## src/rtl/intensity_pwm_pkg.sv

```systemverilog
// intensity_pwm_pkg: shared ramp state, level type and level limit
package intensity_pwm_pkg;
  localparam int MAX_LEVEL = 7;
  typedef logic [2:0] level_t;
  typedef enum logic [1:0] {IDLE, UP, DOWN} ramp_t;
  function automatic level_t sat_level(input logic [3:0] raw);
    return raw > 4'(MAX_LEVEL) ? level_t'(MAX_LEVEL) : raw[2:0];
  endfunction
endpackage

```

## src/rtl/intensity_pwm_pwm_gen.sv

```systemverilog
// pwm_gen: free-running PWM with duty latched once per period
module pwm_gen
  import intensity_pwm_pkg::*;
#(
  parameter int PWM_PERIOD = 4000
) (
  input  logic   clk,
  input  logic   reset,
  input  logic   enable,
  input  level_t level,
  output logic   pwm
);
  localparam int CW = $clog2(PWM_PERIOD);
  localparam logic [CW-1:0] STEP = CW'(PWM_PERIOD / 8);
  logic [CW-1:0] cnt, duty, duty_now;
  logic wrap;
  assign wrap = cnt == CW'(PWM_PERIOD - 1);
  // a new duty is only taken at the period start so a period never mixes two levels
  assign duty_now = cnt == '0 ? CW'(level) * STEP : duty;
  // period counter, duty latch and registered compare; enable gates the output directly
  always_ff @(posedge clk or posedge reset)
    if (reset) begin
      cnt  <= '0;
      duty <= '0;
      pwm  <= 1'b0;
    end else begin
      cnt  <= wrap ? '0 : cnt + CW'(1);
      duty <= duty_now;
      pwm  <= enable && cnt < duty_now;
    end
endmodule

```

## src/rtl/intensity_pwm.sv

```systemverilog
// intensity_pwm: debounced intensity target, one-step-per-tick ramp, PWM drive
module intensity_pwm
  import intensity_pwm_pkg::*;
#(
  parameter int SAMPLE_DIV   = 40000,
  parameter int STABLE_COUNT = 3,
  parameter int PWM_PERIOD   = 4000
) (
  input  logic       clk,
  input  logic       reset,
  input  logic [3:0] intensity,
  input  logic       enable,
  output logic       pwm,
  output logic [2:0] level,
  output logic       ramping
);
  localparam int TW = $clog2(SAMPLE_DIV);
  localparam int SW = $clog2(STABLE_COUNT + 1);
  localparam logic [SW-1:0] SC = SW'(STABLE_COUNT);
  logic [TW-1:0] tcnt;
  logic tick, lt, gt;
  level_t sample, candidate, target, eff_target;
  logic [SW-1:0] stable_cnt, stable_nxt;
  ramp_t state;
  assign tick       = tcnt == TW'(SAMPLE_DIV - 1);
  assign sample     = sat_level(intensity);
  assign stable_nxt = sample != candidate ? SW'(1) : stable_cnt == SC ? SC : stable_cnt + SW'(1);
  assign eff_target = enable ? target : '0;
  assign lt         = level < eff_target;
  assign gt         = level > eff_target;
  assign ramping    = state != IDLE;
  // sample-rate divider
  always_ff @(posedge clk or posedge reset)
    if (reset) tcnt <= '0;
    else tcnt <= tick ? '0 : tcnt + TW'(1);
  // debounce: target follows the sample once it has been seen STABLE_COUNT ticks in a row
  always_ff @(posedge clk or posedge reset)
    if (reset) begin
      candidate  <= '0;
      stable_cnt <= '0;
      target     <= '0;
    end else if (tick) begin
      candidate  <= sample;
      stable_cnt <= stable_nxt;
      if (stable_nxt == SC) target <= sample;
    end
  // ramp FSM: direction re-evaluated every cycle, level moves one step per tick and never passes the target
  always_ff @(posedge clk or posedge reset)
    if (reset) begin
      state <= IDLE;
      level <= '0;
    end else begin
      state <= lt ? UP : gt ? DOWN : IDLE;
      if (tick && state == UP && lt) level <= level + 3'd1;
      else if (tick && state == DOWN && gt) level <= level - 3'd1;
    end
  pwm_gen #(.PWM_PERIOD(PWM_PERIOD)) u_pwm (
    .clk   (clk),
    .reset (reset),
    .enable(enable),
    .level (level),
    .pwm   (pwm)
  );
endmodule

```

## config.mk

```make
export PLATFORM = sky130hd
export DESIGN_NAME = intensity_pwm
export DESIGN_NICKNAME = d
export VERILOG_FILES = /design/src/rtl/intensity_pwm_pkg.sv /design/src/rtl/intensity_pwm_pwm_gen.sv /design/src/rtl/intensity_pwm.sv
export SDC_FILE = /design/constraint.sdc
export NUM_CORES = 1
export LEC_CHECK = 0
export CAP_MARGIN = 5
export CORE_MARGIN = 3
export CORE_UTILIZATION = 40
export DETAILED_ROUTE_END_ITERATION = 10
export PLACE_DENSITY = 0.62
export SYNTH_ARGS = -nofsm -noshare
export SYNTH_HDL_FRONTEND = slang
export SYNTH_HIERARCHICAL = 1
export SYNTH_SLANG_ARGS = --single-unit
```

## constraint.sdc

```tcl
create_clock -name clk -period 3.05 [get_ports clk]
set_input_delay 0.305 -clock clk [delete_from_list [all_inputs] [get_ports clk]]
set_output_delay 0.305 -clock clk [all_outputs]
set_load 0.03 [all_outputs]
```

==> insert_results.sql, run 1 <==
INSERT INTO impl_metrics (metric_group, metric, value, unit) VALUES
('run_status', 'run_status', 'finished with violations', ''),
('run_status', 'violations', 'setup timing', ''),
('worst_setup_path', 'r2r_end', 'u_pwm/pwm', ''),
('drt', 'vias', '2228', ''),
('timing', 'rsz0062_at_grt', 'true', ''),
('global_route', 'grt_pass1_wl', '10100', 'um'),
('floorplan', 'die-area', '8950', 'um^2'),
('power', 'power.ir.vdd_worst', '0.212', 'mV'),
('clocking', 'clk-insertion-delay-late', '0.30', 'ns'),
('synth', 'synth_top_family_by_area', 'simple AND/OR/NAND/NOR gates', ''),
('timing', 'setup_slack', '-0.0747', 'ns'),
('floorplan', 'initial_utilization', '0.422', ''),
('run', 'timing.max_cap.violations', '0', ''),
('power', 'power_density', '324', 'nW/um^2'),
('worst_setup_path', 'worst_path_largest_cell_delay', '0.45', 'ns'),
('drt', 'route.detailed.wl_per_inst', '13.4', 'um'),
('synth', 'yosys_warnings', '6', ''),
('worst_setup_path', 'critical_path_class', 'reg2reg', ''),
('final_layout', 'layout_cells_sized_above_1', '0.207', ''),
('floorplan', 'floorplan.io_pins', '12', ''),
('worst_setup_path', 'cp_slowest_cell', 'fa_2', ''),
('drt', 'wirelength', '5860', 'um'),
('placed_design', 'port_buffers', '11', ''),
('timing', 'fin_crit_sh', '1.02', ''),
('synth', 'synth_top_flop_cell', 'dfrtp_1', ''),
('placed_design', 'dp_slack', '-0.379', 'ns'),
('worst_setup_path', 'reg2regPathDepth', '12', ''),
('global_route', 'grt_pass1_vias', '2265', ''),
('final_layout', 'area.growth.synth_to_final', '19.7', '%'),
('synth', 'seq_area_frac_synth', '0.430', ''),
('drt', 'drc', '0', ''),
('power', 'p_leak', '1.75', 'nW'),
('final_layout', 'layout_common_cells', 'dfrtp_1, nor2_1, buf_4', ''),
('global_route', 'grt_util_all_layers', '0.141', ''),
('floorplan', 'die-height', '94.6', 'um'),
('worst_setup_path', 'worst_ep_required_time', '3.22', 'ns'),
('timing', 'fmax', '320', 'MHz'),
('synth', 'netlist_area_pre_place', '3140', 'um^2'),
('synth', 'synth-adder-area-share', '0.135', ''),
('synth', 'syn_nets', '338', ''),
('worst_setup_path', 'critical_path_peak_fanout', '4', ''),
('timing', 'finalCriticalPeriod', '3.12', 'ns'),
('global_route', 'antenna_found_initial', '0', ''),
('timing', 'timing.final.hold_violations', '0', ''),
('clocking', 'cts_htree_levels', '2', ''),
('clocking', 'post_cts_hold_buffer_count', '0', ''),
('worst_setup_path', 'timing.reg2reg.setup_slack', '-0.07', 'ns'),
('synth', 'synth_edf_count', '0', ''),
('synth', 'synth_area_per_cell', '10.5', 'um^2'),
('final_layout', 'layout_commonest_cell', 'dfrtp_1', ''),
('synth', 'post_synth_and_or_nand_nor_area_fraction', '0.180', ''),
('clocking', 'path_clk_slew', '0.10', 'ns'),
('floorplan', 'die_width', '94.6', 'um'),
('final_layout', 'finish.net_count', '375', ''),
('worst_setup_path', 'worstPathArrival', '3.29', 'ns'),
('timing', 'setup_viol_count_final', '1', ''),
('timing', 'slew_headroom', '0.362', ''),
('final_layout', 'finish.cell_count_without_fillers', '437', ''),
('worst_setup_path', 'crit-reg2reg-launch', 'level[0]', ''),
('worst_setup_path', 'startpoint', 'level[0]', ''),
('synth', 'synth_mux_area_frac', '0.0446', ''),
('timing', 'worst_pin_slew', '0.956', 'ns'),
('clocking', 'tritoncts.num_buffers', '5', ''),
('placed_design', 'dp.final_hpwl', '4350', 'um'),
('synth', 'ys_types', '48', ''),
('worst_setup_path', 'critPathCaptureType', 'flip-flop', ''),
('global_route', 'grt.overflow.total', '0', ''),
('final_layout', 'n_antenna_cell', '0', ''),
('synth', 'post_synth_inst_count', '300', ''),
('drt', 'drtPass1Iterations', '4', ''),
('clocking', 'cts_buffer_depth', '2', '');
-- cells by family (layout without fill, tap and decap cells) --
| group | Yosys count | after routing |
|---|---|---|
| compound gates | 45 | 45 |
| xor+xnor | 28 | 28 |
| buf+inv | 30 | 68 |
| fa+ha+maj | 31 | 31 |
| flops | 54 | 54 |
| simple gates | 100 | 100 |
| mux | 12 | 12 |
-- metrics by stage --
stage / util / TNS (ns) / hold slack, ns / area, um^2 / power [mW]
2_1_floorplan: - / -0.0862 / 0.332 / 3170 / 0.763
3_3_place_gp: 0.472 / -0.433 / 0.450 / 3510 / 0.785
3_5_place_dp: 0.472 / -0.507 / 0.457 / 3510 / 0.787
4_1_cts: 0.487 / -0.154 / 0.404 / 3620 / 1.24
5_1_grt: 0.505 / -0.281 / 0.425 / 3760 / 1.28
6_report: 0.505 / -0.0747 / 0.391 / 3760 / 1.22
-- worst max-delay path: cells and delay by family, from the launching register on --
kind	cells	cell delay, ns
fa+ha+maj	5	1.47
flops	1	0.44
buf+inv	2	0.14
simple gates	2	0.47
compound gates	2	0.28
mux	1	0.18
-- report_power, final --
| group | switching (mW) | internal (mW) | total [mW] |
|---|---|---|---|
| Combinational | 0.0316 | 0.0211 | 0.0527 |
| Clock | 0.237 | 0.209 | 0.446 |
| Sequential | 0.00311 | 0.719 | 0.722 |
| Total | 0.272 | 0.949 | 1.22 |
-- final cells by class --
class | count | area [um^2]
sequential | 54 | 1360
tap | 99 | 124
clock buffer | 7 | 96.3
inverter | 26 | 97.6
fill | 695 | 3690
clock inverter | 1 | 8.76
timing repair buffer | 34 | 289
multi-input combinational | 216 | 1790
-- layer usage --
layer  wire (um)  vias to the layer above  global-route usage  part of all wire
li1            -                     1114                   -                 -
met1        2770                     1093               0.182              0.47
met2        2940                       21               0.245              0.50
met3         150                        0              0.0287             0.026
met4           0                        0              0.0264                 0
met5           0                        -                   0                 0
-- Yosys cell counts (2+ instances only) --
library cell | number | share of area
a21o_1 | 6 | 0.014
nor2_1 | 25 | 0.030
or3_1 | 3 | 0.0060
buf_2 | 2 | 0.0032
xor2_1 | 16 | 0.045
nor3_1 | 6 | 0.0096
nor4b_2 | 2 | 0.0096
inv_1 | 24 | 0.029
mux2_2 | 2 | 0.0072
o21ai_0 | 6 | 0.0096
nand4_1 | 7 | 0.014
fa_1 | 5 | 0.032
a21oi_1 | 16 | 0.025
a311oi_1 | 3 | 0.0084
dfrtp_1 | 54 | 0.43
nor2b_1 | 5 | 0.010
or2_2 | 3 | 0.0060
xnor2_1 | 12 | 0.033
o21a_1 | 4 | 0.0096
nor4b_1 | 2 | 0.0056
mux2i_2 | 2 | 0.0088
mux2_1 | 4 | 0.014
inv_2 | 2 | 0.0024
and3_1 | 3 | 0.0060
mux2i_1 | 3 | 0.0096
a211oi_1 | 3 | 0.0072
and2_1 | 5 | 0.010
and4_1 | 3 | 0.0084
ha_1 | 26 | 0.10
nand3_1 | 14 | 0.022
nand2_1 | 15 | 0.018
-- worst min path at each step --
stage | end | slack, ns | cells after the start
global placement | u_pwm/duty[1] | 0.45 | 2
floorplan | u_pwm/cnt[0] | 0.33 | 1
detailed placement | stable_cnt[0] | 0.46 | 1
finish | tcnt[14] | 0.39 | 3
CTS | tcnt[14] | 0.40 | 3
global route | tcnt[14] | 0.43 | 3
-- sequential cells by signal, summed over array words and instances, names as in the netlist, 2 cells and up --
register,flops
state,2
u_pwm/cnt,12
stable_cnt,2
tcnt,16
target,3
level,3
u_pwm/duty,12
candidate,3
-- repair_timing --
| action | 4_1_cts | 5_1_grt |
|---|---|---|
| endpoints found under the setup margin | 2 | 2 |
| gates resized for setup | 2 | 18 |
| setup buffers | 0 | 5 |
| pin swaps | 1 | 13 |
Power figures use the tool's default switching activity.
==> run 2, diff against run 1 <==
--- a/config.mk
+++ b/config.mk
@@ -7,9 +7,9 @@
 export LEC_CHECK = 0
 export CAP_MARGIN = 5
 export CORE_MARGIN = 3
-export CORE_UTILIZATION = 40
+export CORE_UTILIZATION = 35
 export DETAILED_ROUTE_END_ITERATION = 10
-export PLACE_DENSITY = 0.62
+export PLACE_DENSITY = 0.56
 export SYNTH_ARGS = -nofsm -noshare
 export SYNTH_HDL_FRONTEND = slang
 export SYNTH_HIERARCHICAL = 1
==> run 2 against run 1 <==
The run still ends with setup timing left. Clock skew is 0.0021 ns higher. Power shrank 2.0%. Final cell count grew 1.4%. Sequential share of layout area about the same. Non-clock buffer count did not move. Utilization down 6.1 points. Wire length is 1.6% higher. Critical path type unchanged. Largest power group unchanged.
==> insert_results.sql, run 2 (synthesized netlist as in run 1, its figures left out) <==
INSERT INTO impl_metrics (metric_group, metric, value, unit) VALUES
('final_layout', 'finish.net_count', '375', ''),
('worst_setup_path', 'r2r_end', 'u_pwm/pwm', ''),
('min_path', 'worstHoldPathType', 'reg2reg', ''),
('worst_setup_path', 'crit-reg2reg-launch', 'level[0]', ''),
('min_path', 'worstHoldStart', 'u_pwm/duty[1]', ''),
('timing', 'setup_viol_count_final', '1', ''),
('worst_setup_path', 'reg2regPathDepth', '12', ''),
('run_status', 'run_status', 'finished with violations', ''),
('min_path', 'worst_hold_path.endpoint', 'u_pwm/duty[1]', ''),
('drt', 'vias_per_cell', '5.00', ''),
('final_layout', 'layout_common_cells', 'dfrtp_1, nor2_1, buf_4', ''),
('drt', 'dr.first_iter.drc_count', '60', ''),
('timing', 'maxSlewViolCount', '0', ''),
('global_route', 'antenna_found_initial', '0', ''),
('drt', 'drtPass1Iterations', '4', ''),
('worst_setup_path', 'critPathCaptureType', 'flip-flop', ''),
('timing', 'worst_pin_slew', '0.979', 'ns'),
('drt', 'route.detailed.wl_per_inst', '13.4', 'um'),
('final_layout', 'max_flop_register', 'tcnt', ''),
('floorplan', 'core.rowCount', '33', ''),
('timing', 'fin_crit_sh', '1.04', ''),
('floorplan', 'die-height', '101', 'um'),
('placed_design', 'port_buffers', '11', ''),
('clocking', 'clk-insertion-delay-late', '0.30', 'ns'),
('worst_setup_path', 'critical_path.startpoint_type', 'flip-flop', ''),
('worst_setup_path', 'worst_ep_required_time', '3.23', 'ns'),
('clocking', 'tritoncts.num_buffers', '5', ''),
('worst_setup_path', 'worstPathArrival', '3.35', 'ns'),
('placed_design', 'post_place_cell_area', '3530', 'um^2'),
('placed_design', 'dp.final_hpwl', '4510', 'um'),
('floorplan', 'die_width', '101', 'um'),
('clocking', 'clock_tree.root_cell', 'clkbuf_8', ''),
('power', 'p_leak', '1.73', 'nW'),
('clocking', 'cts_htree_levels', '2', ''),
('timing', 'fmax', '316', 'MHz'),
('drt', 'postRouteAntennaNets', '0', ''),
('clocking', 'tritoncts', 'built', ''),
('final_layout', 'layout_cells_sized_above_1', '0.213', ''),
('power', 'power_density', '318', 'nW/um^2'),
('min_path', 'hold-path-cell-count', '2', ''),
('run_status', 'violations', 'setup timing', ''),
('final_layout', 'final_core_utilization', '0.444', ''),
('global_route', 'grt_pass1_vias', '2312', ''),
('final_layout', 'largest_register_ffs', '16', ''),
('timing', 'finalCriticalPeriod', '3.17', 'ns'),
('global_route', 'grt_util_all_layers', '0.128', ''),
('final_layout', 'finish.instance_area', '3760', 'um^2'),
('floorplan', 'floorplan.io_pins', '12', ''),
('power', 'power.ir.vdd_worst', '0.223', 'mV'),
('floorplan', 'floorplan.core_area', '8460', 'um^2'),
('timing', 'final.setup_skew', '0.00958', 'ns'),
('global_route', 'pin_count_of_the_biggest_net_entering_global_routing', '26', ''),
('timing', 'slew_headroom', '0.347', ''),
('drt', 'drc', '0', ''),
('final_layout', 'area.growth.synth_to_final', '19.6', '%'),
('timing', 'timing.final.hold_violations', '0', ''),
('floorplan', 'die-area', '10100', 'um^2'),
('worst_setup_path', 'critical_path_peak_fanout', '4', ''),
('clocking', 'cts_buffer_depth', '2', ''),
('drt', 'wirelength', '5950', 'um'),
('clocking', 'path_clk_slew', '0.10', 'ns'),
('global_route', 'grt.overflow.total', '0', ''),
('worst_setup_path', 'timing.reg2reg.setup_slack', '-0.12', 'ns'),
('drt', 'vias', '2213', ''),
('global_route', 'grt_pass1_wl', '10700', 'um'),
('timing', 'setup_slack', '-0.117', 'ns'),
('floorplan', 'initial_utilization', '0.371', ''),
('placed_design', 'gpl.final_weighted_congestion', '0.756', ''),
('timing', 'rsz0062_at_grt', 'true', ''),
('placed_design', 'dp_slack', '-0.338', 'ns'),
('final_layout', 'n_antenna_cell', '0', ''),
('final_layout', 'largestRegisters', 'tcnt: 16 flops, u_pwm/cnt: 12 flops, u_pwm/duty: 12 flops', ''),
('clocking', 'clock-sinks', '54', ''),
('final_layout', 'layout_commonest_cell', 'dfrtp_1', ''),
('run', 'timing.max_cap.violations', '0', ''),
('worst_setup_path', 'critical_path_class', 'reg2reg', '');
-- run 2: worst max-delay path: stages, from the launching register on --
cell and delay [ns]:
dfrtp_2 0.47, ha_4 0.28, ha_2 0.19, inv_1 0.07, fa_2 0.38, inv_1 0.08
fa_2 0.44, mux2i_2 0.21, ha_1 0.19, nand3_2 0.08, or3_4 0.38, a311oi_2 0.21
a311oi_1 0.08
-- run 2: area by class of cell --
class                   instances  area [um^2]
fillers                       825         4710
multi-input cells             216         1790
flip-flops and latches         54         1360
repair buffers                 34          287
well taps                     105          131
inverters                      26         97.6
clock buffers                   6         82.6
clock inverters                 2         12.5
-- run 2: worst max-delay path by stage --
stage	cells past startpoint	to	slack [ns]	startpoint
after floorplan	13	u_pwm/pwm	-0.09	level[1]
after global placement	12	level[2]	-0.31	enable
after detailed placement	12	level[2]	-0.34	enable
after CTS	12	u_pwm/pwm	-0.14	level[0]
after global routing	13	u_pwm/pwm	-0.30	level[1]
final	12	u_pwm/pwm	-0.12	level[0]
-- run 2: stage by stage --
step           TNS (ns)  total power, mW  instances  hold slack (ns)
2_1_floorplan   -0.0862            0.763        300            0.332
3_3_place_gp     -0.493            0.786        431            0.451
5_1_grt          -0.408             1.26        443            0.498
3_5_place_dp     -0.594            0.787        431            0.453
6_report         -0.117             1.20        443            0.469
4_1_cts          -0.145             1.21        441            0.480
-- run 2: what timing repair did --
| action | in CTS | in global routing |
|---|---|---|
| pin swaps | 2 | 6 |
| hold buffers | 0 | 0 |
| buffers inserted | 2 | 2 |
| endpoints found under the setup margin | 2 | 2 |
| resized for setup | 8 | 10 |
-- run 2: power breakdown --
group | switching (mW) | internal (mW)
registers | 0.00286 | 0.719
clock network | 0.238 | 0.183
logic | 0.0316 | 0.0214
total | 0.273 | 0.923
-- run 2: layer usage --
layer	vias up	wire length, um	global-route usage
met3	4	138	0.0249
met2	19	2950	0.229
met4	0	27	0.0155
met1	1076	2840	0.163
met5	-	0	0
li1	1114	-	-
